`src/rtl/uart_rx_cfg.sv`:
```
// -----------------------------------------------------------------------------
// uart_rx_cfg
//
// Parametrised UART receiver. It turns the asynchronous RX pad line into
// parallel words. Data width, parity and the number of stop bits can be set.
// It reports parity and framing errors and ignores start-bit glitches.
//
// Parameters
//   CLKS_PER_BIT  clocks per serial bit (>= 4)
//   DATA_BITS     data bits per frame, 5..9, LSB first
//   PARITY_EN     1 = a parity bit follows the data bits
//   PARITY_ODD    1 = odd parity, 0 = even (only used when PARITY_EN = 1)
//   STOP_BITS     1 or 2
//
// Ports
//   i_Clock       system clock, rising edge
//   i_Reset       asynchronous active-high reset
//   i_RX_Serial   serial line, idle high, not synchronised to i_Clock
//   o_RX_DV       one-cycle pulse when a new word is available
//   o_RX_Byte     last received word, held until the next o_RX_DV
//   o_Parity_Err  parity error of the last word, updated with o_RX_DV
//   o_Frame_Err   a stop bit of the last word was low, updated with o_RX_DV
//   o_Busy        receiver is not idle
// -----------------------------------------------------------------------------
module uart_rx_cfg #(
  parameter int CLKS_PER_BIT = 217,
  parameter int DATA_BITS    = 8,
  parameter int PARITY_EN    = 0,
  parameter int PARITY_ODD   = 0,
  parameter int STOP_BITS    = 1
) (
  input  logic                 i_Clock,
  input  logic                 i_Reset,
  input  logic                 i_RX_Serial,
  output logic                 o_RX_DV,
  output logic [DATA_BITS-1:0] o_RX_Byte,
  output logic                 o_Parity_Err,
  output logic                 o_Frame_Err,
  output logic                 o_Busy
);

  localparam int CNT_W = $clog2(CLKS_PER_BIT);
  localparam int BIT_W = $clog2(DATA_BITS);

  // Start-bit check point: the middle of the start bit. Every later sample
  // is taken a full bit period after the previous one, so it also falls in
  // the middle of its bit.
  localparam logic [CNT_W-1:0] HALF_CNT  = CNT_W'((CLKS_PER_BIT - 1) / 2);
  localparam logic [CNT_W-1:0] FULL_CNT  = CNT_W'(CLKS_PER_BIT - 1);
  localparam logic [BIT_W-1:0] LAST_BIT  = BIT_W'(DATA_BITS - 1);
  localparam logic             LAST_STOP = (STOP_BITS == 2);
  localparam logic             ODD_BIT   = (PARITY_ODD != 0);
  localparam logic             HAS_PAR   = (PARITY_EN != 0);

  typedef enum logic [2:0] {
    S_IDLE,
    S_START,
    S_DATA,
    S_PARITY,
    S_STOP,
    S_WAIT_HIGH
  } state_t;

  // Two-flop synchroniser. It is preset to the idle level so that reset
  // cannot create a false start bit.
  logic rx_meta_q;
  logic rx_sync_q;

  state_t               state_q,    state_d;
  logic [CNT_W-1:0]     cnt_q,      cnt_d;
  logic [BIT_W-1:0]     bit_idx_q,  bit_idx_d;
  logic                 stop_idx_q, stop_idx_d;
  logic [DATA_BITS-1:0] shift_q,    shift_d;
  logic                 perr_acc_q, perr_acc_d;
  logic                 ferr_acc_q, ferr_acc_d;
  logic                 dv_q,       dv_d;
  logic [DATA_BITS-1:0] word_q,     word_d;
  logic                 perr_q,     perr_d;
  logic                 ferr_q,     ferr_d;

  logic bit_tick;
  logic frame_now;

  always_ff @(posedge i_Clock or posedge i_Reset) begin
    if (i_Reset) begin
      rx_meta_q <= 1'b1;
      rx_sync_q <= 1'b1;
    end else begin
      rx_meta_q <= i_RX_Serial;
      rx_sync_q <= rx_meta_q;
    end
  end

  always_ff @(posedge i_Clock or posedge i_Reset) begin
    if (i_Reset) begin
      state_q    <= S_IDLE;
      cnt_q      <= '0;
      bit_idx_q  <= '0;
      stop_idx_q <= 1'b0;
      shift_q    <= '0;
      perr_acc_q <= 1'b0;
      ferr_acc_q <= 1'b0;
      dv_q       <= 1'b0;
      word_q     <= '0;
      perr_q     <= 1'b0;
      ferr_q     <= 1'b0;
    end else begin
      state_q    <= state_d;
      cnt_q      <= cnt_d;
      bit_idx_q  <= bit_idx_d;
      stop_idx_q <= stop_idx_d;
      shift_q    <= shift_d;
      perr_acc_q <= perr_acc_d;
      ferr_acc_q <= ferr_acc_d;
      dv_q       <= dv_d;
      word_q     <= word_d;
      perr_q     <= perr_d;
      ferr_q     <= ferr_d;
    end
  end

  assign bit_tick  = (cnt_q == FULL_CNT);
  // A framing error is any low stop sample in this frame, including this one.
  assign frame_now = ferr_acc_q | ~rx_sync_q;

  always_comb begin
    state_d    = state_q;
    cnt_d      = cnt_q;
    bit_idx_d  = bit_idx_q;
    stop_idx_d = stop_idx_q;
    shift_d    = shift_q;
    perr_acc_d = perr_acc_q;
    ferr_acc_d = ferr_acc_q;
    dv_d       = 1'b0;
    word_d     = word_q;
    perr_d     = perr_q;
    ferr_d     = ferr_q;

    case (state_q)
      S_IDLE: begin
        cnt_d      = '0;
        bit_idx_d  = '0;
        stop_idx_d = 1'b0;
        if (!rx_sync_q) begin
          state_d = S_START;
        end
      end

      S_START: begin
        if (cnt_q == HALF_CNT) begin
          cnt_d = '0;
          if (!rx_sync_q) begin
            // Confirmed start bit: clear the error flags from the previous frame.
            state_d    = S_DATA;
            perr_acc_d = 1'b0;
            ferr_acc_d = 1'b0;
          end else begin
            // Line went high before mid-bit: treat it as a glitch.
            state_d = S_IDLE;
          end
        end else begin
          cnt_d = cnt_q + 1'b1;
        end
      end

      S_DATA: begin
        if (bit_tick) begin
          cnt_d   = '0;
          // Shift right so the first (LSB) bit ends up at index 0.
          shift_d = {rx_sync_q, shift_q[DATA_BITS-1:1]};
          if (bit_idx_q == LAST_BIT) begin
            bit_idx_d = '0;
            state_d   = HAS_PAR ? S_PARITY : S_STOP;
          end else begin
            bit_idx_d = bit_idx_q + 1'b1;
          end
        end else begin
          cnt_d = cnt_q + 1'b1;
        end
      end

      S_PARITY: begin
        if (bit_tick) begin
          cnt_d      = '0;
          perr_acc_d = ((^shift_q) ^ rx_sync_q) != ODD_BIT;
          state_d    = S_STOP;
        end else begin
          cnt_d = cnt_q + 1'b1;
        end
      end

      S_STOP: begin
        if (bit_tick) begin
          cnt_d      = '0;
          ferr_acc_d = frame_now;
          if (stop_idx_q == LAST_STOP) begin
            stop_idx_d = 1'b0;
            dv_d       = 1'b1;
            word_d     = shift_q;
            perr_d     = perr_acc_q;
            ferr_d     = frame_now;
            // A good frame returns to IDLE right away, so a start bit that
            // follows with no idle gap is still caught. A bad frame (for
            // example a break) must see the line go high again before the
            // next word can start.
            state_d    = frame_now ? S_WAIT_HIGH : S_IDLE;
          end else begin
            stop_idx_d = 1'b1;
          end
        end else begin
          cnt_d = cnt_q + 1'b1;
        end
      end

      S_WAIT_HIGH: begin
        cnt_d = '0;
        if (rx_sync_q) begin
          state_d = S_IDLE;
        end
      end

      default: begin
        state_d = S_IDLE;
        cnt_d   = '0;
      end
    endcase
  end

  assign o_RX_DV      = dv_q;
  assign o_RX_Byte    = word_q;
  assign o_Parity_Err = perr_q;
  assign o_Frame_Err  = ferr_q;
  assign o_Busy       = (state_q != S_IDLE);

endmodule
```
`config.mk`:
```
export PLATFORM = sky130hd
export DESIGN_NAME = uart_rx_cfg
export DESIGN_NICKNAME = d
export VERILOG_FILES = /design/src/rtl/uart_rx_cfg.sv
export SDC_FILE = /design/constraint.sdc
export NUM_CORES = 1
export LEC_CHECK = 0
export CORE_ASPECT_RATIO = 1.25
export CORE_MARGIN = 1.5
export CORE_UTILIZATION = 61
export CTS_CLUSTER_SIZE = 40
export DETAILED_ROUTE_END_ITERATION = 8
export PLACE_DENSITY_LB_ADDON = 0.1
export SKIP_LAST_GASP = 1
export SYNTH_ARGS = -nofsm -noshare
export SYNTH_HDL_FRONTEND = slang
export SYNTH_SLANG_ARGS = --single-unit
```
`constraint.sdc`:
```
create_clock -name i_Clock -period 4.3 [get_ports i_Clock]
set_clock_uncertainty 0.05 [all_clocks]
set_input_delay 1.29 -clock i_Clock [delete_from_list [all_inputs] [get_ports i_Clock]]
set_output_delay 1.29 -clock i_Clock [all_outputs]
set_load 0.03 [all_outputs]
```
======== Yosys cells after proc, flatten, opt, wreduce, memory -nomap -nowiden ========
Cells that the tools add are included.
storage, ports and cells
  register bits ........................... 38
  output and inout bits ................... 12
  word-level logic and storage cells ...... 80
cells by class
  add/subtract/negate cells ............... 2
  equality and inequality tests ........... 17
  mux-type cells .......................... 29
  bitwise gates (word level) .............. 4
  reduce and logical (&&, ||, !) cells .... 15
operator list
  kind                                                                   count
  3-bit 2-to-1 mux                                                       11
  2-bit inequality test, second input constant                           9
  3-bit one-hot mux with 6 select lines                                  1
  8-bit 2-to-1 mux                                                       2
  8-bit one-hot mux with 2 select lines                                  1
  3-bit equality test, second input constant                             3
  1-bit 2-to-1 mux                                                       9
  8-bit by 1-bit adder with 8-bit output, second input constant          1
  8-bit by 7-bit equality test with 1-bit output, second input constant  1
  8-bit equality test, second input constant                             1
  4-bit AND reduction                                                    2
  8-bit AND reduction                                                    1
  2-bit nonzero test                                                     4
  8-bit XOR reduction                                                    1
  3-bit by 2-bit equality test with 1-bit output, second input constant  2
  1-bit one-hot mux with 2 select lines                                  3
  3-bit one-hot mux with 2 select lines                                  1
  2-bit AND reduction                                                    3
  3-bit by 1-bit adder with 3-bit output, second input constant          1
  3-bit by 1-bit equality test with 1-bit output, second input constant  1
  3-bit zero test                                                        1
  3-bit AND reduction                                                    1
  3-bit nonzero test                                                     1
  3-bit OR reduction                                                     1
  other kinds (4)                                                        5

======== Depth between registers and ports, before layout ========
Gate-level depths: netlist of the first run.
  depth in word-level cells ............... 6
  mapped depth ............................ 9

======== Worst setup path before layout of the first run ========
Ideal clock, no wire load.
  kind .................................... reg-to-output
  from .................................... register state_q[1]
  to ...................................... output port o_Busy
  arrival ................................. 1.079 ns
  required time ........................... 2.960 ns
  path slack .............................. 1.881 ns
  cell stages (with the launch flop) ...... 3
  buffers on the path ..................... 1
  cell sequence ........................... dfrtp_1 -> clkbuf_1 -> or3_1
on the way
  cells in the longest elaborated chain, start to end .. 1
RTL lines
  element                   RTL line  text
  start: declaration        69        state_t state_q, state_d;
  start signal: assignment  108       state_q <= state_d;
  3-bit nonzero test        233       assign o_Busy = (state_q != S_IDLE);
  end: declaration          39        output logic o_Busy
No other way between the ends.

======== Final worst setup path of the first run ========
Same ends and word-level chain as after synthesis.

==> results.tsv, run 1 <==
stage	metric	value	unit
global_routing	grt_pass1_wl	5395	µm
drt	drc	0	
clock_tree	htreeDepth	2	
power_and_ir_drop	p_comb_share	2.0	%
clock_tree	cts_tree	done	
clock_tree	post-cts-setup-buffers	0	
floorplanning	start_util	65.25	%
power_and_ir_drop	netSwitchingPower	127.5	µW
finish	syn_to_final_growth	14.81	%
power_and_ir_drop	seq_power_share	52.3	%
clock_tree	cts_hold_buffers	0	
clock_tree	cts_resized	0	
drt	antenna_left	0	
logic_synthesis	syn_nets	153	
logic_synthesis	ys_ff_latch	38	
power_and_ir_drop	p_per_area	336.1	nW/µm²
floorplanning	core_area	2733	µm²
global_routing	gr-total-overflow	0	
sta	max-slew-margin-rel	56.29	%
drt	via_count	1145	
logic_synthesis	yosysUniqueCellTypes	36	
sta	layout_min_cycle_time	3.238	ns
global_routing	grt_max_degree	39	
outcome	status	finished clean	
global_routing	antenna_found_initial	0	
floorplanning	rows	21	
finish	antenna-diode-count	0	
floorplanning	ios	15	
power_and_ir_drop	p_leak	0.9486	nW
clock_tree	clock_sink_count	38	
drt	drt_iter0_drc	16	
worst_setup_path	cp_max_fo	13	
finish	nNetsFinal	171	
hold_path	hold_path.class	flip-flop to flip-flop	
sta	fin_ws	1.062	ns
global_routing	gr-max-usage-layer	met2	
worst_setup_path	endpoint_kind	primary output	
clock_tree	clock_latency	0.34	ns
global_routing	met3_usage	5.924	%
logic_synthesis	syn_area_per_cell	12.21	µm²
drt	routed_via_density	5.754	
sta	finalSetupViolations	0	
logic_synthesis	synthCells	146	
finish	stdcell_count	199	
power_and_ir_drop	clkPwrFrac	45.7	%
sta	worst_pin_slew	0.6556	ns
logic_synthesis	netlist_area	1783	µm²
sta	fin_crit_sh	75.30	%
logic_synthesis	yosysWarnings	0	
drt	drt-total-wl	3145	µm
place	place_hpwl	2149	µm
place	dp.cells	191	
sta	setup-tns-final	0	ns
logic_synthesis	ys_seq_area_share	53.47	%
worst_setup_path	required	2.96	ns
drt	first_pass_iters	4	
place	dpl_worst_slack	1.449	ns
power_and_ir_drop	switching_share	18.53	%
floorplanning	die_w	51.36	µm
sta	rsz0062_at_grt	false	
drt	wl_per_cell	15.80	µm
sta	max_freq	308.8	MHz
global_routing	grtUsageTotal	22.42	%
logic_synthesis	synth_top_cell_area_share	50.53	%
clock_tree	cts_buffers	5	
place	gp_congestion	0.8119	
power_and_ir_drop	ir_worst_vdd	422.9	µV
clock_tree	clk_pin_slew	0.11	ns
global_routing	grt_use_met2	40.10	%
sta	finalHoldViolCount	0	
floorplanning	dieArea	3258	µm²
clock_tree	cts_max_path_buffers	2	
global_routing	grt_pass1_vias	1175	
sta	slew_violations	0	
logic_synthesis	synthTopCellsByArea	dfrtp_1 (51%), mux2_2 (11%), xnor2_1 (3.9%)	
worst_setup_path	crit_type	flip-flop to primary output	
job	cap_violations	0	
worst_setup_path	arrival	1.90	ns
worst_setup_path	critPathLaunchType	flip-flop	
finish	drive_gt1_share	22.42	%
global_routing	grt_use_met1	25.81	%
finish	mostFrequentLayoutCells	dfrtp_1 (36), mux2_2 (18), nor2_1 (14), clkdlybuf4s50_1 (14), xnor2_1 (8)	
power_and_ir_drop	internal_power	560.4	µW
finish	layout_commonest_cell	dfrtp_1	
floorplanning	die_h	63.45	µm
place	portBuffers	14	
clock_tree	cts-root-buf	clkbuf_4	
logic_synthesis	synth_largest_area_cell	dfrtp_1	
-- through the flow --
step	util, %	hold WS [ns]	total power [mW]	area [µm²]
3_5_place_dp	70.83	0.3010	0.3811	1936
3_3_place_gp	70.83	0.2972	0.3807	1936
5_1_grt	74.91	0.3255	0.7125	2047
4_1_cts	74.91	0.3179	0.6922	2047
6_report	74.91	0.3154	0.6879	2047
2_1_floorplan	-	0.2952	0.3757	1783
-- power groups by stage --
stage                     clock network (mW)  registers (mW)  logic (mW)
after CTS                              0.318           0.360      0.0141
after global routing                   0.336           0.361      0.0159
after floorplan                            0           0.367     0.00919
after detailed placement                   0           0.367      0.0141
after global placement                     0           0.367      0.0137
final                                  0.314           0.360      0.0137
-- critical path: stages (launching register included) --
cell and delay (ns):
dfrtp_1 0.52, or3_1 0.43, clkdlybuf4s50_1 0.60
-- kinds of logic after synthesis --
kind of cell             after synthesis  share of synthesized area, %
XOR/XNOR                              14                         6.877
multiplexers                          19                         11.93
AND/OR/NAND/NOR                       42                         13.12
flip-flops                            38                         53.47
adder cells (fa/ha/maj)                4                         2.807
AO/OA/AOI/OAI                         20                         8.632
buffers and inverters                  9                         3.158
-- cells in the mapped netlist, drive strengths merged --
cell and count:
a211o 1, nand2b 1, or3b 1, nand4b 1, mux2i 1, a211oi 1, nor3b 2, nand4 2
xnor2 8, mux2 18, nand3 3, a21oi 4, o2bb2ai 1, clkbuf 1, buf 3, o41ai 1
dfstp 2, a31oi 1, a41o 1, ha 4, dfrtp 36, a22o 6, xor2 6, nor2 14
nor2b 2, or2 2, a2111oi 1, o21ai 3, inv 5, nor3 4, or3 2, and2 2
nand2 6
-- final cells by class --
| type | instances | area, µm² |
|---|---|---|
| Timing Repair Buffer | 15 | 147.6 |
| Tap cell | 34 | 42.54 |
| Clock buffer | 6 | 51.30 |
| Multi-Input combinational cell | 99 | 773.2 |
| Clock inverter | 2 | 60.06 |
| Sequential cell | 38 | 953.4 |
| Fill cell | 190 | 685.7 |
| Inverter | 5 | 18.77 |
-- metal layers --
metal / wire length (µm) / share of wire, % / vias to the layer above
met2: 1780 / 57 / 18
li1: - / - / 559
met4: 40 / 1.3 / 0
met5: 0 / 0 / -
met3: 87 / 2.8 / 5
met1: 1236 / 39 / 563
-- worst paths after layout --
path / from / endpoint / slack [ns] / depth (start not counted)
max: state_q[1] / o_Busy / 1.06 / 2
min: rx_meta_q / rx_sync_q / 0.32 / 0
max reg2reg: cnt_q[0] / o_RX_Byte[3] / 1.77 / 6
min reg2reg: rx_meta_q / rx_sync_q / 0.32 / 0
max in group asynchronous: i_Reset / rx_sync_q / 2.54 / 3
min in group asynchronous: i_Reset / cnt_q[0] / 1.31 / 3
-- registers in the layout, summed over array words and instances, names as in the netlist --
register	flops
bit_idx_q	3
cnt_q	8
ferr_acc_q	1
o_Frame_Err	1
o_Parity_Err	1
o_RX_Byte	8
o_RX_DV	1
perr_acc_q	1
rx_meta_q	1
rx_sync_q	1
shift_q	8
state_q	3
stop_idx_q	1
No activity file was read; power rests on OpenSTA's default activity.
==> inputs of run 2 (changes only) <==
- CORE_UTILIZATION: 61 -> 56
- clock period: 4.3 -> 3.4 ns (I/O delays scaled with it)
==> run 2 against run 1 <==
Effect of this change:
- register-to-register slack worse by 0.86 ns
- utilization is 7.8 points lower
- via count shrank 0.26%
- global-route usage down 1.6 points
- combinational power is 24% higher
- design area fell by 2.6%
- sequential power up 27%
- sequential share of layout area rose by 1.2 points
- count of clock-buffer cells in the layout stayed put
- critical endpoint unchanged
- highest routed layer unchanged
==> results.tsv, run 2 (synthesis results as in run 1) <==
stage	metric	value	unit	change
drt	antenna_left	0		unchanged
drt	routed_via_density	5.682		was 5.754
global_routing	grt_use_met1	23.89	%	was 25.81%
global_routing	gr-total-overflow	0		unchanged
global_routing	antenna_found_initial	0		unchanged
worst_setup_path	ff2ff_setup_slack	0.91	ns	was 1.77 ns
clock_tree	cts_resized	0		unchanged
drt	wl_per_cell	14.89	µm	was 15.80 µm
drt	drt-total-wl	2993	µm	was 3145 µm
drt	drt_iter0_drc	24		was 16
worst_setup_path	required	2.33	ns	was 2.96 ns
global_routing	met3_usage	6.787	%	was 5.924%
global_routing	grt_pass1_wl	5106	µm	was 5395 µm
drt	drc	0		unchanged
clock_tree	cts-root-buf	clkbuf_4		unchanged
finish	fillers	235		was 190
clock_tree	clk_pin_slew	0.12	ns	was 0.11 ns
sta	finalSetupViolations	0		unchanged
floorplanning	ios	15		unchanged
clock_tree	post-cts-setup-buffers	0		unchanged
sta	slew_violations	0		unchanged
floorplanning	core_area	2973	µm²	was 2733 µm²
sta	fin_ws	0.4146	ns	was 1.062 ns
finish	drive_gt1_share	21.82	%	was 22.42%
sta	max-slew-margin-rel	59.13	%	was 56.29%
power_and_ir_drop	p_leak	0.9147	nW	was 0.9486 nW
sta	finalHoldViolCount	0		unchanged
place	place_hpwl	2060	µm	was 2149 µm
worst_setup_path	crit_type	flip-flop to primary output		unchanged
worst_setup_path	critPathLaunchType	flip-flop		unchanged
finish	antenna-diode-count	0		unchanged
power_and_ir_drop	p_per_area	352.7	nW/µm²	was 336.1 nW/µm²
global_routing	grtUsageTotal	20.82	%	was 22.42%
place	dpl_worst_slack	0.7858	ns	was 1.449 ns
global_routing	grt_pass1_vias	1137		was 1175
place	portBuffers	14		unchanged
global_routing	gr-max-usage-layer	met2		unchanged
finish	layout_commonest_cell	dfrtp_1		unchanged
global_routing	grt_max_degree	39		unchanged
worst_setup_path	cp_max_fo	13		unchanged
global_routing	grt_use_met2	33.02	%	was 40.10%
floorplanning	die_w	53.47	µm	was 51.36 µm
finish	mostFrequentLayoutCells	dfrtp_1 (36), mux2_2 (18), nor2_1 (14), clkdlybuf4s50_1 (14), xnor2_1 (8)		unchanged
sta	layout_min_cycle_time	2.985	ns	
worst_setup_path	arrival	1.92	ns	was 1.90 ns
finish	syn_to_final_growth	11.86	%	was 14.81%
floorplanning	start_util	59.97	%	was 65.25%
floorplanning	rows	22		was 21
clock_tree	htreeDepth	2		unchanged
sta	fin_crit_sh	87.81	%	
job	cap_violations	0		unchanged
clock_tree	cts_tree	done		unchanged
sta	worst_pin_slew	0.6131	ns	was 0.6556 ns
power_and_ir_drop	ir_worst_vdd	439.8	µV	was 422.9 µV
clock_tree	clock_sink_count	38		unchanged
floorplanning	dieArea	3534	µm²	was 3258 µm²
clock_tree	cts_buffers	5		unchanged
drt	via_count	1142		was 1145
place	gp_congestion	0.8147		was 0.8119
worst_setup_path	endpoint_kind	primary output		unchanged
hold_path	hold_path.class	flip-flop to flip-flop		unchanged
outcome	status	finished clean		unchanged
floorplanning	die_h	66.09	µm	was 63.45 µm
sta	max_freq	335.0	MHz	
clock_tree	cts_max_path_buffers	2		unchanged
clock_tree	cts_hold_buffers	0		unchanged
finish	nNetsFinal	171		unchanged
drt	first_pass_iters	4		unchanged
sta	rsz0062_at_grt	false		unchanged
power_and_ir_drop	p_total	703.4	µW	was 687.9 µW
clock_tree	clock_latency	0.35	ns	was 0.34 ns
sta	setup-tns-final	0	ns	unchanged
==> run 2: cell count changes in the layout (fill, tap and decap cells not counted) <==
| cell | before | now |
|---|---|---|
| bufinv_16 | 2 | 0 |
| clkbuf_8 | 1 | 0 |
| clkinvlp_4 | 0 | 2 |
| clkbuf_1 | 0 | 1 |
==> run 2: per-layer routing <==
layer / vias to the layer above / routed length [µm]
li1: 548 / -
met1: 573 / 1278
met2: 15 / 1529
met3: 6 / 107
met4: 0 / 78
met5: - / 0
==> run 2: worst paths after layout <==
kind,depth (start not counted),from,end
max in group asynchronous,3,i_Reset,rx_sync_q
max reg2reg,6,cnt_q[0],o_RX_Byte[0]
max,2,state_q[1],o_Busy
min in group asynchronous,3,i_Reset,o_RX_DV
min reg2reg,0,rx_meta_q,rx_sync_q
min,0,rx_meta_q,rx_sync_q
==> run 2: stage by stage <==
step           utilization, %  area, µm²  hold WS (ns)  std cells
2_1_floorplan               -       1783        0.2952        146
3_3_place_gp            65.19       1938        0.2974        193
3_5_place_dp            65.19       1938        0.3023        193
4_1_cts                 67.09       1994        0.3291        201
5_1_grt                 67.09       1994        0.3422        201
6_report                67.09       1994        0.3333        201
==> run 2: critical path: stages, from the launching register on <==
cell	delay, ns
dfrtp_1	0.52
or3_1	0.45
clkdlybuf4s50_1	0.60
==> run 2: power breakdown <==
part	switching, mW	internal (mW)	total (mW)	leakage (nW)
combinational	0.0112	0.00580	0.0170	0.381
sequential	0.00161	0.454	0.456	0.509
clock	0.150	0.0808	0.231	0.0245
==> run 2: layout make-up <==
class / count / area [µm²] / share of cell area (%)
clock buffer: 6 / 41.29 / 2.070
clock inverter: 2 / 15.01 / 0.7528
inverter: 5 / 18.77 / 0.9410
multi-input combinational: 99 / 773.2 / 38.77
sequential: 38 / 953.4 / 47.80
tap: 36 / 45.04 / 2.258
timing repair buffer: 15 / 147.6 / 7.403
==> inputs of run 3 (changes only) <==
- CTS_CLUSTER_SIZE: 40 -> 16
==> results of run 3 <==
The final DEF is identical to that of run 2; final timing and power are the same.
